## src/rtl/shadow_chain_serializer_pkg.sv

```systemverilog
// ---------------------------------------------------------------------------
// shadow_capture_pkg
// Shared types and helpers for the shadow-chain serializer and for
// chain_interpreter_tm, which consumes its chains.
//   state_t        : serializer FSM states (IDLE, SHIFT)
//   frame_len()    : cycles per frame for a given chain depth
//   chain_bit_idx(): flat snapshot index of chain c, bit k
// Optional feature macro: SHADOW_PARITY_EN (one even-parity bit per chain,
// appended after the data bits).
// ---------------------------------------------------------------------------
package shadow_capture_pkg;

  typedef enum logic {
    IDLE  = 1'b0,
    SHIFT = 1'b1
  } state_t;

  // Serial cycles needed to emit one frame of the given chain depth.
  function automatic int frame_len(input int depth);
`ifdef SHADOW_PARITY_EN
    return depth + 1;
`else
    return depth;
`endif
  endfunction

  // Chain c bit k lives at snap[c*depth + k]; the interpreter uses the same map.
  function automatic int chain_bit_idx(input int c, input int k, input int depth);
    return c * depth + k;
  endfunction

endpackage

```

## src/rtl/shadow_chain_serializer_if.sv

```systemverilog
// ---------------------------------------------------------------------------
// shadow_chain_serializer_if
// Capture/serial bus of the shadow-chain serializer.
//   capture      : snapshot strobe (master -> slave)
//   snap_in      : flat shadow state, CHAINS_IN*CHAIN_DEPTH bits (master -> slave)
//   overrun_clr  : clears the sticky overrun flag (master -> slave)
//   cout         : one serial bit per chain (slave -> master)
//   cvalid       : cout carries frame data (slave -> master)
//   frame_start  : marks bit 0 of a frame (slave -> master)
//   busy         : frame active or snapshot pending (slave -> master)
//   overrun      : sticky, a capture was dropped (slave -> master)
// ---------------------------------------------------------------------------
interface shadow_chain_serializer_if #(
  parameter int CHAINS_IN   = 3,
  parameter int CHAIN_DEPTH = 4
);
  logic                             capture;
  logic [CHAINS_IN*CHAIN_DEPTH-1:0] snap_in;
  logic                             overrun_clr;
  logic [CHAINS_IN-1:0]             cout;
  logic                             cvalid;
  logic                             frame_start;
  logic                             busy;
  logic                             overrun;

  modport master (
    output capture, snap_in, overrun_clr,
    input  cout, cvalid, frame_start, busy, overrun
  );

  modport slave (
    input  capture, snap_in, overrun_clr,
    output cout, cvalid, frame_start, busy, overrun
  );
endinterface

```

## src/rtl/shadow_chain_serializer_lane.sv

```systemverilog
// ---------------------------------------------------------------------------
// shadow_chain_lane
// One serial chain: active and pending shadow bits of the chain, plus the
// bit-select mux. bit_next is the bit that will be on cout after the coming
// clock edge, so the top level can register it directly.
// Optional feature macro: SHADOW_PARITY_EN (bit CHAIN_DEPTH is even parity).
//   clk, rst     : clock, asynchronous active-low reset
//   load_active  : snap -> active this edge
//   promote      : pending -> active this edge
//   load_pend    : snap -> pending this edge
//   snap         : this chain's slice of the snapshot
//   k_next       : bit index that will be shown after this edge
//   bit_next     : selected bit for that index
// ---------------------------------------------------------------------------
module shadow_chain_lane #(
  parameter int CHAIN_DEPTH = 4,
  parameter int KW          = 2
) (
  input  logic                   clk,
  input  logic                   rst,
  input  logic                   load_active,
  input  logic                   promote,
  input  logic                   load_pend,
  input  logic [CHAIN_DEPTH-1:0] snap,
  input  logic [KW-1:0]          k_next,
  output logic                   bit_next
);

  logic [CHAIN_DEPTH-1:0] active_reg;
  logic [CHAIN_DEPTH-1:0] active_next;
  logic [CHAIN_DEPTH-1:0] pend_reg;

  // The pending value is promoted before it is overwritten, so a promote and
  // a new pending load may share one edge.
  always_comb begin
    active_next = active_reg;
    if (load_active) begin
      active_next = snap;
    end else if (promote) begin
      active_next = pend_reg;
    end
  end

  always_ff @(posedge clk or negedge rst) begin
    if (!rst) begin
      active_reg <= '0;
      pend_reg   <= '0;
    end else begin
      active_reg <= active_next;
      if (load_pend) begin
        pend_reg <= snap;
      end
    end
  end

  always_comb begin
    bit_next = 1'b0;
    for (int i = 0; i < CHAIN_DEPTH; i++) begin
      if (k_next == KW'(i)) begin
        bit_next = active_next[i];
      end
    end
`ifdef SHADOW_PARITY_EN
    if (k_next == KW'(CHAIN_DEPTH)) begin
      bit_next = ^active_next;
    end
`endif
  end

endmodule

```

## src/rtl/shadow_chain_serializer.sv

```systemverilog
// ---------------------------------------------------------------------------
// shadow_chain_serializer
// Snapshots a flat shadow-state vector on capture and shifts it out LSB first
// as CHAINS_IN parallel chains, one bit per chain per cycle. A one-deep
// pending buffer queues a second capture behind the running frame; further
// captures are dropped and flag overrun.
// Optional feature macro: SHADOW_PARITY_EN (frame gains one even-parity bit).
//   clk  : clock, rising edge
//   rst  : asynchronous active-low reset
//   bus  : shadow_chain_serializer_if.slave (capture, snap_in, overrun_clr in;
//          cout, cvalid, frame_start, busy, overrun out; all outputs registered)
// ---------------------------------------------------------------------------
module shadow_chain_serializer
  import shadow_capture_pkg::*;
#(
  parameter int CHAINS_IN   = 3,
  parameter int CHAIN_DEPTH = 4
) (
  input  logic                      clk,
  input  logic                      rst,
  shadow_chain_serializer_if.slave  bus
);

  localparam int FRAME_LEN = frame_len(CHAIN_DEPTH);
  localparam int KW        = (FRAME_LEN > 1) ? $clog2(FRAME_LEN) : 1;

  state_t               state_reg, state_next;
  logic [KW-1:0]        k_reg, k_next;
  logic                 pend_full_reg, pend_full_next;
  logic                 load_active, promote, load_pend, drop;
  logic                 last_bit;
  logic [CHAINS_IN-1:0] lane_bits;

  logic [CHAINS_IN-1:0] cout_reg, cout_next;
  logic                 cvalid_reg, cvalid_next;
  logic                 frame_start_reg, frame_start_next;
  logic                 busy_reg, busy_next;
  logic                 overrun_reg, overrun_next;

  assign last_bit = (k_reg == KW'(FRAME_LEN - 1));

  // State register
  always_ff @(posedge clk or negedge rst) begin
    if (!rst) begin
      state_reg     <= IDLE;
      k_reg         <= '0;
      pend_full_reg <= 1'b0;
    end else begin
      state_reg     <= state_next;
      k_reg         <= k_next;
      pend_full_reg <= pend_full_next;
    end
  end

  // Next-state logic
  always_comb begin
    state_next  = state_reg;
    k_next      = k_reg;
    load_active = 1'b0;
    promote     = 1'b0;
    load_pend   = 1'b0;
    drop        = 1'b0;
    case (state_reg)
      IDLE: begin
        if (bus.capture) begin
          load_active = 1'b1;
          k_next      = '0;
          state_next  = SHIFT;
        end
      end
      SHIFT: begin
        if (last_bit) begin
          k_next = '0;
          if (pend_full_reg) begin
            promote = 1'b1;
          end else if (bus.capture) begin
            // Empty buffer and a capture on the last bit: start the new frame
            // directly rather than parking it in pending, which would leave
            // pending occupied while IDLE.
            load_active = 1'b1;
          end else begin
            state_next = IDLE;
          end
        end else begin
          k_next = k_reg + 1'b1;
        end
        if (bus.capture && !load_active) begin
          if (!pend_full_reg || promote) begin
            load_pend = 1'b1;
          end else begin
            drop = 1'b1;
          end
        end
      end
      default: state_next = IDLE;
    endcase
    pend_full_next = load_pend | (pend_full_reg & ~promote);
  end

  // Output logic (next values of the registered outputs)
  always_comb begin
    cvalid_next      = (state_next == SHIFT);
    frame_start_next = cvalid_next && (k_next == '0);
    busy_next        = cvalid_next | pend_full_next;
    cout_next        = cvalid_next ? lane_bits : '0;
    overrun_next     = overrun_reg;
    if (drop) begin
      overrun_next = 1'b1;
    end else if (bus.overrun_clr) begin
      overrun_next = 1'b0;
    end
  end

  always_ff @(posedge clk or negedge rst) begin
    if (!rst) begin
      cout_reg        <= '0;
      cvalid_reg      <= 1'b0;
      frame_start_reg <= 1'b0;
      busy_reg        <= 1'b0;
      overrun_reg     <= 1'b0;
    end else begin
      cout_reg        <= cout_next;
      cvalid_reg      <= cvalid_next;
      frame_start_reg <= frame_start_next;
      busy_reg        <= busy_next;
      overrun_reg     <= overrun_next;
    end
  end

  generate
    for (genvar gi = 0; gi < CHAINS_IN; gi++) begin : g_lane
      shadow_chain_lane #(
        .CHAIN_DEPTH (CHAIN_DEPTH),
        .KW          (KW)
      ) u_lane (
        .clk         (clk),
        .rst         (rst),
        .load_active (load_active),
        .promote     (promote),
        .load_pend   (load_pend),
        .snap        (bus.snap_in[chain_bit_idx(gi, 0, CHAIN_DEPTH) +: CHAIN_DEPTH]),
        .k_next      (k_next),
        .bit_next    (lane_bits[gi])
      );
    end
  endgenerate

  assign bus.cout        = cout_reg;
  assign bus.cvalid      = cvalid_reg;
  assign bus.frame_start = frame_start_reg;
  assign bus.busy        = busy_reg;
  assign bus.overrun     = overrun_reg;

endmodule

```

## src/flat_wrapper.sv

```systemverilog
// flat-port wrapper written by rule: the top's interface ports become plain ports
module shadow_chain_serializer_flat import shadow_capture_pkg::*;
#(
  parameter int CHAINS_IN   = 3,
  parameter int CHAIN_DEPTH = 4
)
  (clk, rst, bus_capture, bus_snap_in, bus_overrun_clr, bus_cout, bus_cvalid, bus_frame_start, bus_busy, bus_overrun);
  shadow_chain_serializer_if #(.CHAINS_IN(CHAINS_IN), .CHAIN_DEPTH(CHAIN_DEPTH)) bus_i ();
  input  logic clk;
  input  logic rst;
  input wire logic [$bits(bus_i.capture)-1:0] bus_capture;
  input wire logic [$bits(bus_i.snap_in)-1:0] bus_snap_in;
  input wire logic [$bits(bus_i.overrun_clr)-1:0] bus_overrun_clr;
  output wire logic [$bits(bus_i.cout)-1:0] bus_cout;
  output wire logic [$bits(bus_i.cvalid)-1:0] bus_cvalid;
  output wire logic [$bits(bus_i.frame_start)-1:0] bus_frame_start;
  output wire logic [$bits(bus_i.busy)-1:0] bus_busy;
  output wire logic [$bits(bus_i.overrun)-1:0] bus_overrun;
  assign bus_i.capture = bus_capture;
  assign bus_i.snap_in = bus_snap_in;
  assign bus_i.overrun_clr = bus_overrun_clr;
  assign bus_cout = bus_i.cout;
  assign bus_cvalid = bus_i.cvalid;
  assign bus_frame_start = bus_i.frame_start;
  assign bus_busy = bus_i.busy;
  assign bus_overrun = bus_i.overrun;
  shadow_chain_serializer #(.CHAINS_IN(CHAINS_IN), .CHAIN_DEPTH(CHAIN_DEPTH)) u_core (.clk(clk), .rst(rst), .bus(bus_i));
endmodule
```

## config.mk

```make
export PLATFORM = sky130hd
export DESIGN_NAME = shadow_chain_serializer_flat
export DESIGN_NICKNAME = d
export VERILOG_FILES = /design/src/rtl/shadow_chain_serializer_pkg.sv /design/src/rtl/shadow_chain_serializer_if.sv /design/src/rtl/shadow_chain_serializer_lane.sv /design/src/rtl/shadow_chain_serializer.sv /design/src/flat_wrapper.sv
export SDC_FILE = /design/constraint.sdc
export NUM_CORES = 1
export LEC_CHECK = 0
export BUFFER_PORTS_ARGS = -buffer_cell sky130_fd_sc_hd__buf_4
export CAP_MARGIN = 30
export CELL_PAD_IN_SITES_DETAIL_PLACEMENT = 1
export CELL_PAD_IN_SITES_GLOBAL_PLACEMENT = 2
export CORE_AREA = 2 2 68 70
export CTS_CLUSTER_SIZE = 24
export DETAILED_ROUTE_END_ITERATION = 6
export DIE_AREA = 0 0 70 72
export PLACE_DENSITY_LB_ADDON = 0.15
export SLEW_MARGIN = 10
export SYNTH_ARGS = -nofsm -noshare
export SYNTH_HDL_FRONTEND = slang
export SYNTH_SLANG_ARGS = --single-unit
```

## constraint.sdc

```tcl
create_clock -name clk -period 4.5 [get_ports clk]
set_input_delay 0.45 -clock clk [delete_from_list [all_inputs] [get_ports clk]]
set_output_delay 0.45 -clock clk [all_outputs]
set_load 0.01 [all_outputs]
```

==> impl_metrics.ini <==
[run_status]
outcome = complete, no violations

[synth]
async_reset_ff_share_pct = 100
seq_area_frac_synth_pct = 51.6
synth_edf_count = 0
synth-seq-cells = 34
synthFlopType = dfrtp_1
syn_nets = 157
synth_area_um2 = 1650
ys_warn_count = 0
yosys.cell_types.count = 33
syn_inst = 139
avgSynthCellArea_um2 = 11.9

[global_routing]
grt_pass1_vias = 1272
antenna_found_initial = 0
groute.usage.overall_pct = 16.6
grt_pass1_wl_mm = 6.40
grt_remaining_overflow = 0
grt_max_degree = 35

[timing]
maxSlewHeadroom_pct = 44.1
setup_tns_ps = 0
hold_violations = 0
tightest_slew_ps = 833
rsz0062_at_grt = false
finalClockSkew_ps = 5.94
finalCritPeriodShare_pct = 47.7
fmax_ghz = 0.466
setup_viol = 0
period_needed_ps = 2150
maxSlewViolCount = 0

[critical_path]
r2r_start = u_core.k_reg[0]
worstPathMaxFanout = 13
crit_buf_inv = 0
reg2regPathDepth = 6
crit_arrival_ps = 2370
rrSetupSlack_ps = 2350
rr_endpoint = u_core.bus.cout[2]
crit_family = compound AO/OA/AOI/OAI gates
worstSetupEndpointType = register
worstPathCellList = ha_1, nand3_2, mux2i_1, a221o_1, o21ai_1, o2111a_1
cp_slowest_cell = dfrtp_1
cp.required_ps = 4720
critPathMaxStageDelay_ps = 470
critPathLaunchType = register
crit_type = register to register

[min_path]
hold_path.class = input port to asynchronous set/reset pin

[final_layout]
drive_gt1_share_pct = 21.1
design_area_um2 = 1920
syn_to_final_growth_pct = 16.7
n_antenna_cell = 0
layout.nets = 179
instances_no_fill = 213
layout_common_cells = 34 x dfrtp_1, 22 x buf_4, 12 x mux2i_1, 12 x mux2_1, 11 x o21ai_0
layout_commonest_cell = dfrtp_1
nFillCells = 471

[power]
p_leak_nw = 0.877
powerDensity_nw_per_um2 = 774
ir_worst_vdd_uv = 249

[detailed_routing]
met3WireLength_um = 133
viasPerCell = 5.35
drc = 0
drtIter0Drc = 48
wirelength_met1_mm = 1.72
antenna_left = 0
drtPass1Iterations = 4
vias = 1139
top_layer_used = met4
drt_wl_total_mm = 3.68
wl_per_cell_um = 17.3
route.met2.wl_mm = 1.76

[die]
core.rowCount = 24
die_area_um2 = 5040
start_util_pct = 38.6
fp.coreArea_um2 = 4260
die_x_um = 70
ios = 23
die_y_um = 72

[clocking]
cts_max_level = 2
max-clock-path-buffers = 2
cts_buffers = 5
numClockSinks = 34
clkSlewWorstSetupHoldPaths_ps = 70
post_cts_resized = 0
clk_latency_ps = 280
cts_tree = done
cts-root-buf = clkbuf_8
cts_hold_buf = 0
post-cts-setup-buffers = 0

[placed_design]
dpl_cell_area_um2 = 1810
place_hpwl_mm = 2.62
portBuffers = 22
dpl.cell_count = 206
place_congestion = 0.810

[job]
maxCapViolations = 0
-- per-layer routing --
metal	up-vias	GRT usage, %
li1	546	-
met1	566	20.9
met2	21	27.4
met3	6	5.00
met4	0	5.77
met5	-	0
-- cells by family after synthesis --
kind of cell | count (synthesis) | share of synthesized area [%]
AO/OA/AOI/OAI | 40 | 17.0
AND/OR/NAND/NOR | 30 | 9.80
multiplexers | 24 | 15.5
buffers and inverters | 9 | 4.56
adder cells (fa/ha/maj) | 2 | 1.52
flip-flops | 34 | 51.6
-- worst max path at each step --
stage,from,depth (start not counted),slack [ps],to
3_5_place_dp,u_core.k_reg[0],6,2350,u_core.bus.cout[2]
4_1_cts,u_core.k_reg[0],6,2330,u_core.bus.cout[2]
5_1_grt,u_core.k_reg[0],6,2150,u_core.bus.cout[2]
6_report,u_core.k_reg[0],6,2350,u_core.bus.cout[2]
2_1_floorplan,u_core.k_reg[0],7,2770,u_core.bus.cout[1]
3_3_place_gp,u_core.k_reg[0],6,2380,u_core.bus.cout[2]
-- cells in the mapped netlist (2+ instances only) --
library cell / number / area share, %
o21ai_0: 11 / 3.3
dfrtp_1: 34 / 52
o32ai_1: 2 / 1.1
o211ai_1: 3 / 1.4
nor2_1: 7 / 1.6
a221o_1: 3 / 1.8
o2111a_1: 3 / 2.0
nand2b_1: 3 / 1.1
nor2b_1: 4 / 1.5
a21o_1: 2 / 0.91
ha_1: 2 / 1.5
mux2i_1: 12 / 7.3
nand2_1: 10 / 2.3
inv_1: 2 / 0.46
mux2_1: 12 / 8.2
o21ai_1: 4 / 1.2
buf_6: 3 / 2.0
a21oi_1: 6 / 1.8
buf_2: 2 / 0.61
-- power by group --
part	total [mW]	switching (mW)	internal, mW
Combinational	0.658	0.344	0.314
Clock	0.287	0.109	0.177
Sequential	0.544	0.0826	0.462
-- stage by stage --
stage	setup WS, ps	hold slack [ps]	power [mW]	util (%)
after floorplan	2770	154	1.04	-
after global placement	2380	418	1.18	42.5
after detailed placement	2350	432	1.22	42.5
after CTS	2330	119	1.51	45.1
after global routing	2150	132	1.62	45.1
final	2350	104	1.49	45.1
-- cell type report --
cell class	count	area (µm²)	area share, %
clock buffers	6	82.6	4.29
clock inverters	1	30.0	1.56
inverters	2	7.51	0.390
multi-input cells	96	722	37.5
flip-flops and latches	34	851	44.2
well taps	52	65.1	3.38
repair buffers	22	165	8.59
Power figures use the tool's default switching activity.
